==> config.mk <==
export PLATFORM = sky130hd
export DESIGN_NAME = biquad_scheduler
export DESIGN_NICKNAME = d
export VERILOG_FILES = /design/src/rtl/biquad_scheduler.sv
export SDC_FILE = /design/constraint.sdc
export NUM_CORES = 2
export LEC_CHECK = 0
export ABC_AREA = 1
export BUFFER_PORTS_ARGS = -buffer_cell sky130_fd_sc_hd__buf_2
export CAP_MARGIN = 20
export CORE_MARGIN = 8
export CORE_UTILIZATION = 41
export CTS_CLUSTER_SIZE = 30
export DETAILED_ROUTE_END_ITERATION = 12
export SLEW_MARGIN = 5
export SYNTH_ARGS = -nofsm -noshare
export SYNTH_HDL_FRONTEND = slang
export SYNTH_SLANG_ARGS = --single-unit
export TNS_END_PERCENT = 30
==> constraint.sdc <==
create_clock -name clk_144 -period 18.7 [get_ports clk_144]
set_input_delay 0 -clock clk_144 [delete_from_list [all_inputs] [get_ports clk_144]]
set_output_delay 0 -clock clk_144 [all_outputs]
set_load 0.005 [all_outputs]
==> src/rtl/biquad_scheduler.sv <==
// Stereo biquad lowpass sequencer: one shared multiplier steps five taps for left,
// then right, and presents both saturated results together with a one-cycle valid.
module biquad_scheduler #(
    parameter int W     = 64,
    parameter int SHIFT = 30
) (
    input  logic               clk_144,
    input  logic               reset,
    input  logic [2:0]         filter,
    input  logic               in_valid,
    input  logic signed [15:0] in_left,
    input  logic signed [15:0] in_right,
    input  logic               ovr_clr,
    output logic               busy,
    output logic               out_valid,
    output logic signed [15:0] out_left,
    output logic signed [15:0] out_right,
    output logic               overrun
);
    typedef enum logic [2:0] {IDLE, MAC_L, UPD_L, MAC_R, UPD_R, DONE} state_t;

    localparam logic signed [W-1:0] POS_LIM = 32767;
    localparam logic signed [W-1:0] NEG_LIM = -32767;

    state_t               state;
    logic [2:0]           tap;
    logic [2:0]           active_sel;
    logic signed [15:0]   x0_l, x0_r, sh_left;
    logic signed [W-1:0]  acc;
    logic signed [W-1:0]  x1 [2];
    logic signed [W-1:0]  x2 [2];
    logic signed [W-1:0]  y1 [2];
    logic signed [W-1:0]  y2 [2];

    logic                 ch;
    logic signed [15:0]   xs, y_sat;
    logic signed [W-1:0]  coef, opnd, prod, acc_sum;

    // num / 2^fb expressed with SHIFT fractional bits
    function automatic logic signed [W-1:0] cq(input int num, input int fb);
        logic signed [W-1:0] v;
        v = W'(num);
        return v <<< (SHIFT - fb);
    endfunction

    function automatic logic signed [15:0] sat16(input logic signed [W-1:0] a);
        if (a > POS_LIM)      return 16'sd32767;
        else if (a < NEG_LIM) return -16'sd32767;
        else                  return a[15:0];
    endfunction

    always_comb begin
        coef = '0;
        case (active_sel)
            3'd1: case (tap)
                3'd0, 3'd2: coef = cq(1, 8);
                3'd1:       coef = cq(1, 7);
                3'd3:       coef = cq(29, 4);
                3'd4:       coef = cq(-53, 6);
                default:    coef = '0;
            endcase
            3'd2: case (tap)
                3'd0, 3'd2: coef = cq(89, 12);
                3'd1:       coef = cq(89, 11);
                3'd3:       coef = cq(99, 6);
                3'd4:       coef = cq(-5, 3);
                default:    coef = '0;
            endcase
            3'd3: case (tap)
                3'd0, 3'd2: coef = cq(37, 9);
                3'd1:       coef = cq(37, 8);
                3'd3:       coef = cq(71, 6);
                3'd4:       coef = cq(-25, 6);
                default:    coef = '0;
            endcase
            3'd4: case (tap)
                3'd0, 3'd2: coef = cq(113, 9);
                3'd1:       coef = cq(113, 8);
                3'd3:       coef = cq(5, 4);
                3'd4:       coef = cq(-3, 4);
                default:    coef = '0;
            endcase
            default: if (tap == 3'd0) coef = cq(1, 0);
        endcase
    end

    assign ch = (state == MAC_R) || (state == UPD_R);

    always_comb begin
        xs = ch ? x0_r : x0_l;
        case (tap)
            3'd0:    opnd = W'(xs);
            3'd1:    opnd = x1[ch];
            3'd2:    opnd = x2[ch];
            3'd3:    opnd = y1[ch];
            3'd4:    opnd = y2[ch];
            default: opnd = '0;
        endcase
    end

    assign prod    = coef * opnd;
    assign acc_sum = acc + (prod >>> SHIFT);
    assign y_sat   = sat16(acc);
    assign busy    = (state != IDLE);

    always_ff @(posedge clk_144 or posedge reset) begin
        if (reset) begin
            state      <= IDLE;
            tap        <= '0;
            active_sel <= '0;
            x0_l       <= '0;
            x0_r       <= '0;
            sh_left    <= '0;
            acc        <= '0;
            out_valid  <= 1'b0;
            out_left   <= '0;
            out_right  <= '0;
            overrun    <= 1'b0;
            for (int c = 0; c < 2; c++) begin
                x1[c] <= '0; x2[c] <= '0; y1[c] <= '0; y2[c] <= '0;
            end
        end else begin
            out_valid <= 1'b0;
            // a drop in the same cycle as ovr_clr keeps the flag set
            if (ovr_clr) overrun <= 1'b0;
            if (in_valid && state != IDLE) overrun <= 1'b1;
            case (state)
                IDLE: if (in_valid) begin
                    x0_l       <= in_left;
                    x0_r       <= in_right;
                    active_sel <= filter;
                    acc        <= '0;
                    tap        <= '0;
                    state      <= MAC_L;
                    // new coefficients on old history can ring or blow up
                    if (filter != active_sel)
                        for (int c = 0; c < 2; c++) begin
                            x1[c] <= '0; x2[c] <= '0; y1[c] <= '0; y2[c] <= '0;
                        end
                end
                MAC_L, MAC_R: begin
                    acc <= acc_sum;
                    if (tap == 3'd4) begin
                        tap   <= '0;
                        state <= (state == MAC_L) ? UPD_L : UPD_R;
                    end else begin
                        tap <= tap + 3'd1;
                    end
                end
                UPD_L, UPD_R: begin
                    x2[ch] <= x1[ch];
                    x1[ch] <= W'(xs);
                    y2[ch] <= y1[ch];
                    y1[ch] <= W'(y_sat);
                    acc    <= '0;
                    if (state == UPD_L) begin
                        sh_left <= y_sat;
                        state   <= MAC_R;
                    end else begin
                        out_left  <= sh_left;
                        out_right <= y_sat;
                        out_valid <= 1'b1;
                        state     <= DONE;
                    end
                end
                DONE:    state <= IDLE;
                default: state <= IDLE;
            endcase
        end
    end
endmodule

==> impl_metrics.env <==
export IMPL_outcome="finished clean"
export IMPL_async_flop_share_pct=100.0
export IMPL_die_area_sq_um=92510
export IMPL_worst_r2r_cell_count=50
export IMPL_critical_path_class="reg -> reg"
export IMPL_grt_max_degree=98
export IMPL_vias=27160
export IMPL_clockBufferDepth=3
export IMPL_syn_avg_cell_area_sq_um=8.299
export IMPL_place_congestion=0.9130
export IMPL_grt_pass1_vias=27140
export IMPL_crit_arrival_ps=14030
export IMPL_ys_top_cells_by_area="fa_1 28%, dfrtp_1 21%, ha_1 12%"
export IMPL_r2r_slack_ps=5130
export IMPL_netlist_area_sq_um=34040
export IMPL_diodes=0
export IMPL_required_ps=19160
export IMPL_dp_hpwl_um=77630
export IMPL_drc=0
export IMPL_rows=105
export IMPL_r2r_start="tap[0]"
export IMPL_met1Wirelength_um=44630
export IMPL_vias_per_cell=5.154
export IMPL_start_kind="register"
export IMPL_clockRootBuffer="clkbuf_16"
export IMPL_cpLargestDelayFamily="adder cells"
export IMPL_firstDrtPassIters=5
export IMPL_core_sq_um=82110
export IMPL_met3_length_um=5225
export IMPL_fin_crit_ps=13570
export IMPL_synth_seq_cells=283
export IMPL_seq_area_frac_synth_pct=20.80
export IMPL_start_util_pct=41.46
export IMPL_setup_violations=0
export IMPL_critPathSlowestCell="fa_1"
export IMPL_ys_warn_count=0
export IMPL_synth_cells=4102
export IMPL_postRouteAntennaNets=0
export IMPL_cap_violations=0
export IMPL_synth_edf_count=0
export IMPL_yosysTopAreaCell="fa_1"
export IMPL_drt_iter0_drc=1931
export IMPL_rsz0062_at_grt="no"
export IMPL_cp_num_buf_inv=11
export IMPL_tns_ps=0
export IMPL_crit_top_cell="nand2_1"
export IMPL_chipHeight_um=304.2
export IMPL_syn_num_nets=4937
export IMPL_critPathCaptureType="register"
export IMPL_area_growth_pct=8.556
export IMPL_detail_route_wl_per_cell_um=17.89
export IMPL_synthFlopType="dfrtp_1"
export IMPL_cts_tree="yes"
export IMPL_ctsResizeCount=0
export IMPL_wl_met2_um=42360
export IMPL_tightest_slew_ps=1010
export IMPL_grt_first_pass_wirelength_um=153900
export IMPL_drive_above_1_share_pct=5.001
export IMPL_die_w_um=304.2
export IMPL_grt_use_total_pct=20.45
export IMPL_ios=74
export IMPL_r2r_end="acc[62]"
export IMPL_antenna_found_initial=0
export IMPL_io_buffers=73
export IMPL_clk_insertion_delay_late_ps=590
export IMPL_synthTopCellsByCount="973 x inv_1, 686 x nand2_1, 471 x fa_1"
export IMPL_crit_fanout=31
export IMPL_clkSlewWorstSetupHoldPaths_ps=60
export IMPL_ctsHoldBuffers=43
export IMPL_skew_ps=21.30
export IMPL_synth_cell_types=54
export IMPL_top_layer="met4"
export IMPL_wirelength_um=94260
export IMPL_hold_violations=0
export IMPL_post_synth_top_count_cell="inv_1"
export IMPL_cts_sinks=283
export IMPL_slowest_delay_ps=720
export IMPL_cts_htree_levels=1
export IMPL_grt_overflow=0
export IMPL_numCtsBuffers=28
export IMPL_yosysTopAreaCellShare_pct=27.70
export IMPL_period_share_pct=72.54
export IMPL_num_nets_final=5012
export IMPL_clock_fmax_mhz=73.72
export IMPL_maxSlewHeadroom_pct=32.68
export IMPL_hold_class="in -> async"
export IMPL_drv_slew=0
export IMPL_post_cts_buffers=0
[logic make-up (layout without fill, tap and decap cells)]
family / count (synthesis) / count (layout) / synth area share [%]
AO/OA/AOI/OAI: 695 / 695 / 11.73
flip-flops: 283 / 283 / 20.80
XOR/XNOR: 53 / 53 / 1.364
buffers and inverters: 1095 / 1192 / 12.19
adder cells (fa/ha/maj): 796 / 796 / 39.64
AND/OR/NAND/NOR: 1180 / 1180 / 14.27
[cells in the final DEF (no fill, tap or decap), drive strengths merged, types with 2 or more instances in the layout]
cell and count:
o21a 10, nand2 702, or2 4, xnor2 17
a31oi 39, dlygate4sd3 43, fa 471, o22ai 103
inv 990, nor2 315, o2111ai 29, nor4 31
nor4b 2, nand4 20, o21bai 11, clkbuf 39
buf 99, a21oi 170, o221ai 3, xor2 36
o221a 2, clkinv 17, o21ai 289, a21boi 3
o211ai 4, ha 325, nand3 75, clkinvlp 3
a2111oi 3, a32o 3, a211oi 2, a21o 19
dfrtp 283, nor3 30, o31ai 3
[how the worst max path moves through the flow]
stage	start	slack, ps	end	cells past startpoint
finish	tap[0]	5130	acc[62]	50
global route	tap[0]	4260	acc[58]	51
CTS	tap[0]	5220	acc[62]	51
detailed placement	tap[0]	5270	acc[62]	51
global placement	tap[0]	5420	acc[62]	50
floorplan	tap[2]	6960	acc[62]	50
[state kept, by name, indices dropped and copies added, names as in the netlist, 3 cells and up]
register	count
out_right	16
sh_left	16
x2	32
x0_r	16
x0_l	16
active_sel	3
x1	32
acc	64
state	3
tap	3
out_left	16
y2	32
y1	32
[layer usage]
metal,GRT usage (%),up-vias
li1,-,12990
met1,30.39,13330
met2,31.97,733
met3,2.705,110
met4,3.825,0
met5,0,-
[worst min-delay path: stages]
cell	delay, ps
dlygate4sd3_1	530
buf_2	150
inv_8	440
[per-stage QoR]
stage               hold slack (ps)  worst slack [ps]  utilization, %  cells  instance area (sq um)
finish                        88.56              5135           45.01   5269                  36960
global route                  156.7              4255           45.01   5269                  36960
CTS                           97.81              5223           45.01   5269                  36960
detailed placement            165.8              5274           43.33   5174                  35580
global placement              158.9              5415           43.30   5173                  35560
floorplan                     107.2              6956               -   4102                  34040
[area by class of cell]
class | instances | area (sq um)
clock buffer | 39 | 822.0
fill | 8139 | 45150
timing repair buffer | 142 | 1003
clock inverter | 13 | 126.4
sequential | 283 | 7082
tap | 1070 | 1339
multi-input combinational | 2724 | 22830
inverter | 998 | 3756
Power is left out: the tool's default activity adds up to more than one toggle a clock period on the data nets, which glitch-free logic cannot reach.
